$ cat src/rtl/fifo_ctrl_1r1w.sv
// Valid/ready FIFO controller for an external 1R1W RAM with asynchronous
// read and synchronous write. Holds only the read/write pointers; entry data
// lives in the RAM and the head entry is read straight from its read port.
module fifo_ctrl_1r1w #(
    parameter int DataWidth  = 8,
    parameter int NumEntries = 8
) (
    input  logic                          clk_i,
    input  logic                          reset_ni,
    // producer side
    input  logic                          valid_i,
    input  logic [DataWidth-1:0]          data_i,
    output logic                          ready_o,
    // consumer side
    output logic                          valid_o,
    output logic [DataWidth-1:0]          data_o,
    input  logic                          ready_i,
    // occupancy
    output logic [$clog2(NumEntries):0]   count_o,
    // RAM write port
    output logic                          ram_wr_valid_o,
    output logic [DataWidth-1:0]          ram_wr_data_o,
    output logic [$clog2(NumEntries)-1:0] ram_wr_addr_o,
    // RAM read port
    output logic [$clog2(NumEntries)-1:0] ram_rd_addr_o,
    input  logic [DataWidth-1:0]          ram_rd_data_i
);

    localparam int AddrW = $clog2(NumEntries);
    localparam int PtrW  = AddrW + 1;

    // Pointers carry one extra wrap bit so full and empty are distinguishable
    // when the addresses coincide.
    logic [PtrW-1:0] wr_ptr;
    logic [PtrW-1:0] rd_ptr;

    logic empty;
    logic full;
    logic enq;
    logic deq;

    // Status derived purely from the pointer pair.
    always_comb begin
        empty = (wr_ptr == rd_ptr);
        full  = (wr_ptr[AddrW-1:0] == rd_ptr[AddrW-1:0]) &&
                (wr_ptr[AddrW] != rd_ptr[AddrW]);
    end

    // Handshakes: ready is also gated by reset so no write slips in while the
    // pointers are being held at zero.
    always_comb begin
        ready_o = !full && reset_ni;
        valid_o = !empty;
        enq     = valid_i && ready_o;
        deq     = valid_o && ready_i;
    end

    // RAM port drive and consumer data; the head entry is always at rd_ptr,
    // and because full blocks writes the RAM never overwrites it while valid.
    always_comb begin
        ram_wr_valid_o = enq;
        ram_wr_data_o  = data_i;
        ram_wr_addr_o  = wr_ptr[AddrW-1:0];
        ram_rd_addr_o  = rd_ptr[AddrW-1:0];
        data_o         = ram_rd_data_i;
        count_o        = wr_ptr - rd_ptr;
    end

    // Pointer advance on accepted transfers; reset discards all entries.
    always_ff @(posedge clk_i or negedge reset_ni) begin
        if (!reset_ni) begin
            wr_ptr <= '0;
            rd_ptr <= '0;
        end else begin
            if (enq) begin
                wr_ptr <= wr_ptr + 1'b1;
            end
            if (deq) begin
                rd_ptr <= rd_ptr + 1'b1;
            end
        end
    end

endmodule
$ cat config.mk
export PLATFORM = sky130hd
export DESIGN_NAME = fifo_ctrl_1r1w
export DESIGN_NICKNAME = d
export VERILOG_FILES = /design/src/rtl/fifo_ctrl_1r1w.sv
export SDC_FILE = /design/constraint.sdc
export NUM_CORES = 1
export LEC_CHECK = 0
export CAP_MARGIN = 10
export CORE_MARGIN = 5
export CORE_UTILIZATION = 31
export DETAILED_ROUTE_END_ITERATION = 8
export GPL_TIMING_DRIVEN = 0
export HOLD_SLACK_MARGIN = 0.02
export PLACE_DENSITY = 0.76
export REMOVE_ABC_BUFFERS = 1
export SLEW_MARGIN = 20
export SYNTH_ARGS = -nofsm -noshare
export SYNTH_HDL_FRONTEND = slang
export SYNTH_SLANG_ARGS = --single-unit
export TNS_END_PERCENT = 30
$ cat constraint.sdc
create_clock -name clk_i -period 1.55 [get_ports clk_i]
set_input_delay 0.155 -clock clk_i [delete_from_list [all_inputs] [get_ports clk_i]]
set_output_delay 0.155 -clock clk_i [all_outputs]
set_load 0.02 [all_outputs]
# After elaboration in Yosys (flattened, before gate mapping)
# Index checks and enable logic that the tools add are counted.
totals:
  register_bits: 8
  input_bits: 20
  out_inout_bits: 29
  elab_cells: 14
classes:
  n_addsub: 3
  eq_ne: 3
  n_reduce_logical: 6
ops:
  columns: ["op", "count"]
  rows:
  - ["adder 4 x 1 -> 4 bit (second input constant)", 2]
  - ["== test 4 bit", 1]
  - ["logical AND 1 bit", 4]
  - ["subtractor 4 bit", 1]
  - ["== test 3 bit", 1]
  - ["logical NOT 1 bit", 2]
  - ["!= test 1 bit", 1]

# Logic depth before layout (Yosys ltp)
logic_depth:
  depth_word: 5
  mapped_depth: 6
  depth_no_buf: 6

# Worst setup path before layout
# Ideal clock, no wire load.
synth_path:
  path_type: "flip-flop to output port"
  from: "reg rd_ptr[1]"
  to: "out count_o[3]"
  arrival_ps: 1522
  t_required_ps: 1395
  slack_ps: -127
  path_stages_with_launch: 6
  path_buffers: 0
  path_cell_list: "dfrtp_1 > inv_1 > ha_1 > a21o_1 > a21oi_1 > xor2_1"
synth_between:
  elab_chain_len: 1
synth_rtl:
  columns: ["item", "line_no", "rtl"]
  rows:
  - ["start, declared", "35", "logic [PtrW-1:0] rd_ptr;"]
  - ["start signal, assigned", "79", "rd_ptr <= rd_ptr + 1'b1;"]
  - ["subtractor 4 bit", "66", "count_o = wr_ptr - rd_ptr;"]
  - ["end, declared", "19", "output logic [$clog2(NumEntries):0] count_o,"]
# Every way passes these cells.

# Worst setup path after layout
layout_path:
  from: "reg wr_ptr[1]"
  to: "out count_o[3]"
layout_between:
  elab_chain_len: 1
layout_rtl:
  columns: ["item", "line_no", "rtl"]
  rows:
  - ["start, declared", "34", "logic [PtrW-1:0] wr_ptr;"]
  - ["start signal, assigned", "76", "wr_ptr <= wr_ptr + 1'b1;"]
  - ["subtractor 4 bit", "66", null]
# Every way passes these cells.

==> summary.md <==
| Metric | Value |
|---|---|
| Final Routed Wirelength | `~1.6 mm` |
| IO Port Bufs | `16` |
| Vias | `approximately 470` |
| Total CTS buffers | `3` |
| Pin count of the biggest net entering global routing | `9` |
| P_leak | `0.385 nW` |
| Post-detail-place hpwl | `1.05 mm` |
| Ys async rst share | `1.00` |
| Outcome | `finished, violations left` |
| Inst Count DP | `91` |
| Fill count | `approximately 210` |
| Clock-pin slew on the worst setup and hold paths | `0.05 ns` |
| Comb power frac | `0.759` |
| CP Data Arrival Time | `1.56 ns` |
| Post-Synth Adder-Cell Area | `0.120` |
| Main combinational cell family by area after synthesis | `buffers and inverters` |
| Avg WL per Cell | `15.5 microns` |
| Final #Nets | `between 100 and 150` |
| Cell count after synthesis | `69` |
| Core box area | `approximately 2200 sq um` |
| Via density per instance | `~4.6` |
| Power Total | `0.00271 W` |
| CTS tree | `yes` |
| Share of layout cells above drive strength 1 | `0.473` |
| Post-synthesis compound-gate area fraction | `0.0906` |
| Die area | `around 3300 sq um` |
| Post-route ant nets | `0` |
| Total track usage | `0.103` |
| Post-synth top cells | `buf_4, dfrtp_1, inv_1` |
| Final core occ | `0.397` |
| Simple-Gate Fraction of Synth Area | `0.0707` |
| Seq cells post-synth | `8` |
| Clk buf depth | `2` |
| Mux contribution to synthesized area | `0.0217` |
| ANT cells | `0` |
| Final min period | `about 1.7 ns` |
| Avg Synthesized Cell Area | `10.0 sq um` |
| Post-synthesis xor/xnor area fraction | `0.125` |
| Internal Power | `0.00144 W` |
| Synth Cell Area | `691 sq um` |
| First-pass GRT wire length | `roughly 2.4 mm` |
| Total clock sinks | `8` |
| Power per cell area | `3150 nW/um^2` |
| Clock power share | `0.061` |
| Max_slew headroom | `0.750` |
| Sequential-to-total area share from yosys stat | `0.290` |
| Unrepaired setup endpoints after global routing | `true` |
| Achievable Freq | `around 0.58 GHz` |
| Flop pwr share | `0.181` |
| Peak supply drop | `approximately 1.4 mV` |
| H-tree Lvls | `1` |
| Synth Flop Type | `dfrtp_1` |
| Gr ovfl total | `0` |
| Yosys top cell by area | `dfrtp_1` |
| Worst hold path type | `in -> out` |
| Largest cells by area after synthesis | `dfrtp_1, buf_4, ha_1` |
| 1st-pass router iterations | `4` |
| Worst setup margin | `-0.162 ns` |
| Worst-case clock skew | `0.00858 ns` |
| Switching share of power | `0.468` |
| Final Max Slew Viols | `0` |
| WHS | `0.310 ns` |
| Vias in the first global route | `around 520` |
| Critical Path RT | `approximately 1.4 ns` |
| # setup viols final | `5` |
| # IOs | `49` |
| YS warnings | `0` |
| Max_cap viols | `0` |
| Area added between synthesis and finish | `24.6%` |
| Initial antenna violation count | `0` |
| Die H | `about 57 microns` |
| Worst-Margin Slew | `~0.37 ns` |
| Post-synth EDFFs | `0` |
| Yosys top cell area share | `0.290` |
| Root Driver | `clkbuf_4` |
| Placer Congestion | `0.711` |
| Remaining DRCs | `0` |
| Crit. End Element | `output pin` |
| Crit-path max FO | `4` |
| Final period util | `1.10` |
| Hold Fails Final Rpt | `0` |
| Horiz. Die Dim | `approximately 57 microns` |
| Cell Rows | `17` |
| Psw | `roughly 0.0013 W` |
| Netlist cell types | `20` |
| Cell Count, Final, Fillers Out | `102` |
| Critical path class | `reg -> out` |
| Failing checks | `negative setup slack` |
| Pre-CTS WS | `-0.636 ns` |
| Drt first-iter violations | `1` |
| Most common cell in the netlist | `buf_4` |
| Clk Latency, worst-skew pair | `roughly 0.26 ns` |
| Startpoint types | `flop` |
| Initial Util | `0.318` |
==> cell families (layout without fill, tap and decap cells) <==
family | count (synthesis) | in the layout
simple gates | 9 | 9
flops | 8 | 8
fa+ha+maj | 6 | 6
xor+xnor | 9 | 9
buf+inv | 30 | 35
mux | 1 | 1
compound gates | 6 | 6
==> placed cells by master (no fill, tap or decap) <==
cell type        Yosys  routed
buf_6                0       2
buf_4               22      10
dfrtp_2              0       6
o21ai_2              1       1
buf_2                0       1
nand2_1              3       3
nor2_1               1       1
fa_2                 0       1
a21o_1               1       1
a21oi_2              0       1
dfrtp_1              8       2
nand4_2              1       1
dlygate4sd2_1        0       2
dlymetal6s2s_1       0       2
xor2_4               0       1
ha_4                 0       3
clkdlybuf4s15_1      0       1
xor2_1               2       2
clkdlybuf4s50_1      0       5
o21ai_0              1       1
inv_1                8       5
a41oi_1              1       1
or2_1                1       1
nand3_1              3       3
a41oi_4              1       1
mux2_4               1       1
dlygate4sd3_1        0       1
xnor2_1              6       6
ha_1                 5       2
inv_2                0       3
clkbuf_4             0       3
==> registers in the layout, indices dropped and copies added, names as in the netlist <==
| register | cells |
|---|---|
| wr_ptr | 4 |
| rd_ptr | 4 |
==> worst max-delay path, stage by stage, from the launching register on <==
cell     delay, ns
dfrtp_2       0.44
ha_4          0.27
a21o_1        0.17
a21oi_2       0.13
xor2_1        0.15
buf_4         0.16
==> layer usage <==
layer  vias up  track usage  wire length [microns]
met5         -       0.0635                      0
met4         0       0.0397                     14
met3         2        0.127                    286
met2        37        0.140                    740
met1       220       0.0876                    537
li1        209            -                      -
==> power by group through the flow <==
stage | sequential [W] | combinational [W] | clock, W
2_1_floorplan | 0.000550 | 0.000950 | 0
3_5_place_dp | 0.000477 | 0.00172 | 0
3_3_place_gp | 0.000474 | 0.00168 | 0
5_1_grt | 0.000512 | 0.00223 | 0.000190
6_report | 0.000489 | 0.00206 | 0.000165
4_1_cts | 0.000481 | 0.00187 | 0.000169
==> final timing paths <==
path                       cells past startpoint  slack, ns                    end             startpoint
max                                            5      -0.16             count_o[3]  wr_ptr[1]$_DFFE_PN0P_
min                                            0       0.31       ram_wr_data_o[6]              data_i[6]
max reg2reg                                    5       0.02  rd_ptr[1]$_DFFE_PN0P_  rd_ptr[2]$_DFFE_PN0P_
min reg2reg                                    1       0.50  rd_ptr[2]$_DFFE_PN0P_  rd_ptr[2]$_DFFE_PN0P_
max in group asynchronous                      2       0.72  wr_ptr[1]$_DFFE_PN0P_               reset_ni
min in group asynchronous                      2       0.53  rd_ptr[2]$_DFFE_PN0P_               reset_ni
==> through the flow <==
step           area [sq um]  setup TNS [ns]
2_1_floorplan           526           -1.11
3_3_place_gp            721           -3.72
3_5_place_dp            721           -3.87
4_1_cts                 813          -0.676
5_1_grt                 861           -1.28
6_report                861          -0.645
==> area by class of cell <==
cell class                      instances  area (sq um)  share of cell area
Timing Repair Buffer                   24           215               0.250
Sequential cell                         8           208               0.241
Multi-Input combinational cell         31           350               0.407
Inverter                                8          30.0              0.0349
Clock buffer                            3          22.5              0.0262
Tap cell                               28          35.0              0.0407
==> what timing repair did <==
item                                   CTS  global route
hold buffers                             1             0
setup buffers                            3             4
pin swaps                                2             2
gates resized for setup                 44            10
endpoints found under the hold margin    8             0
setup endpoints to repair               12            13
Power figures use the tool's default switching activity.
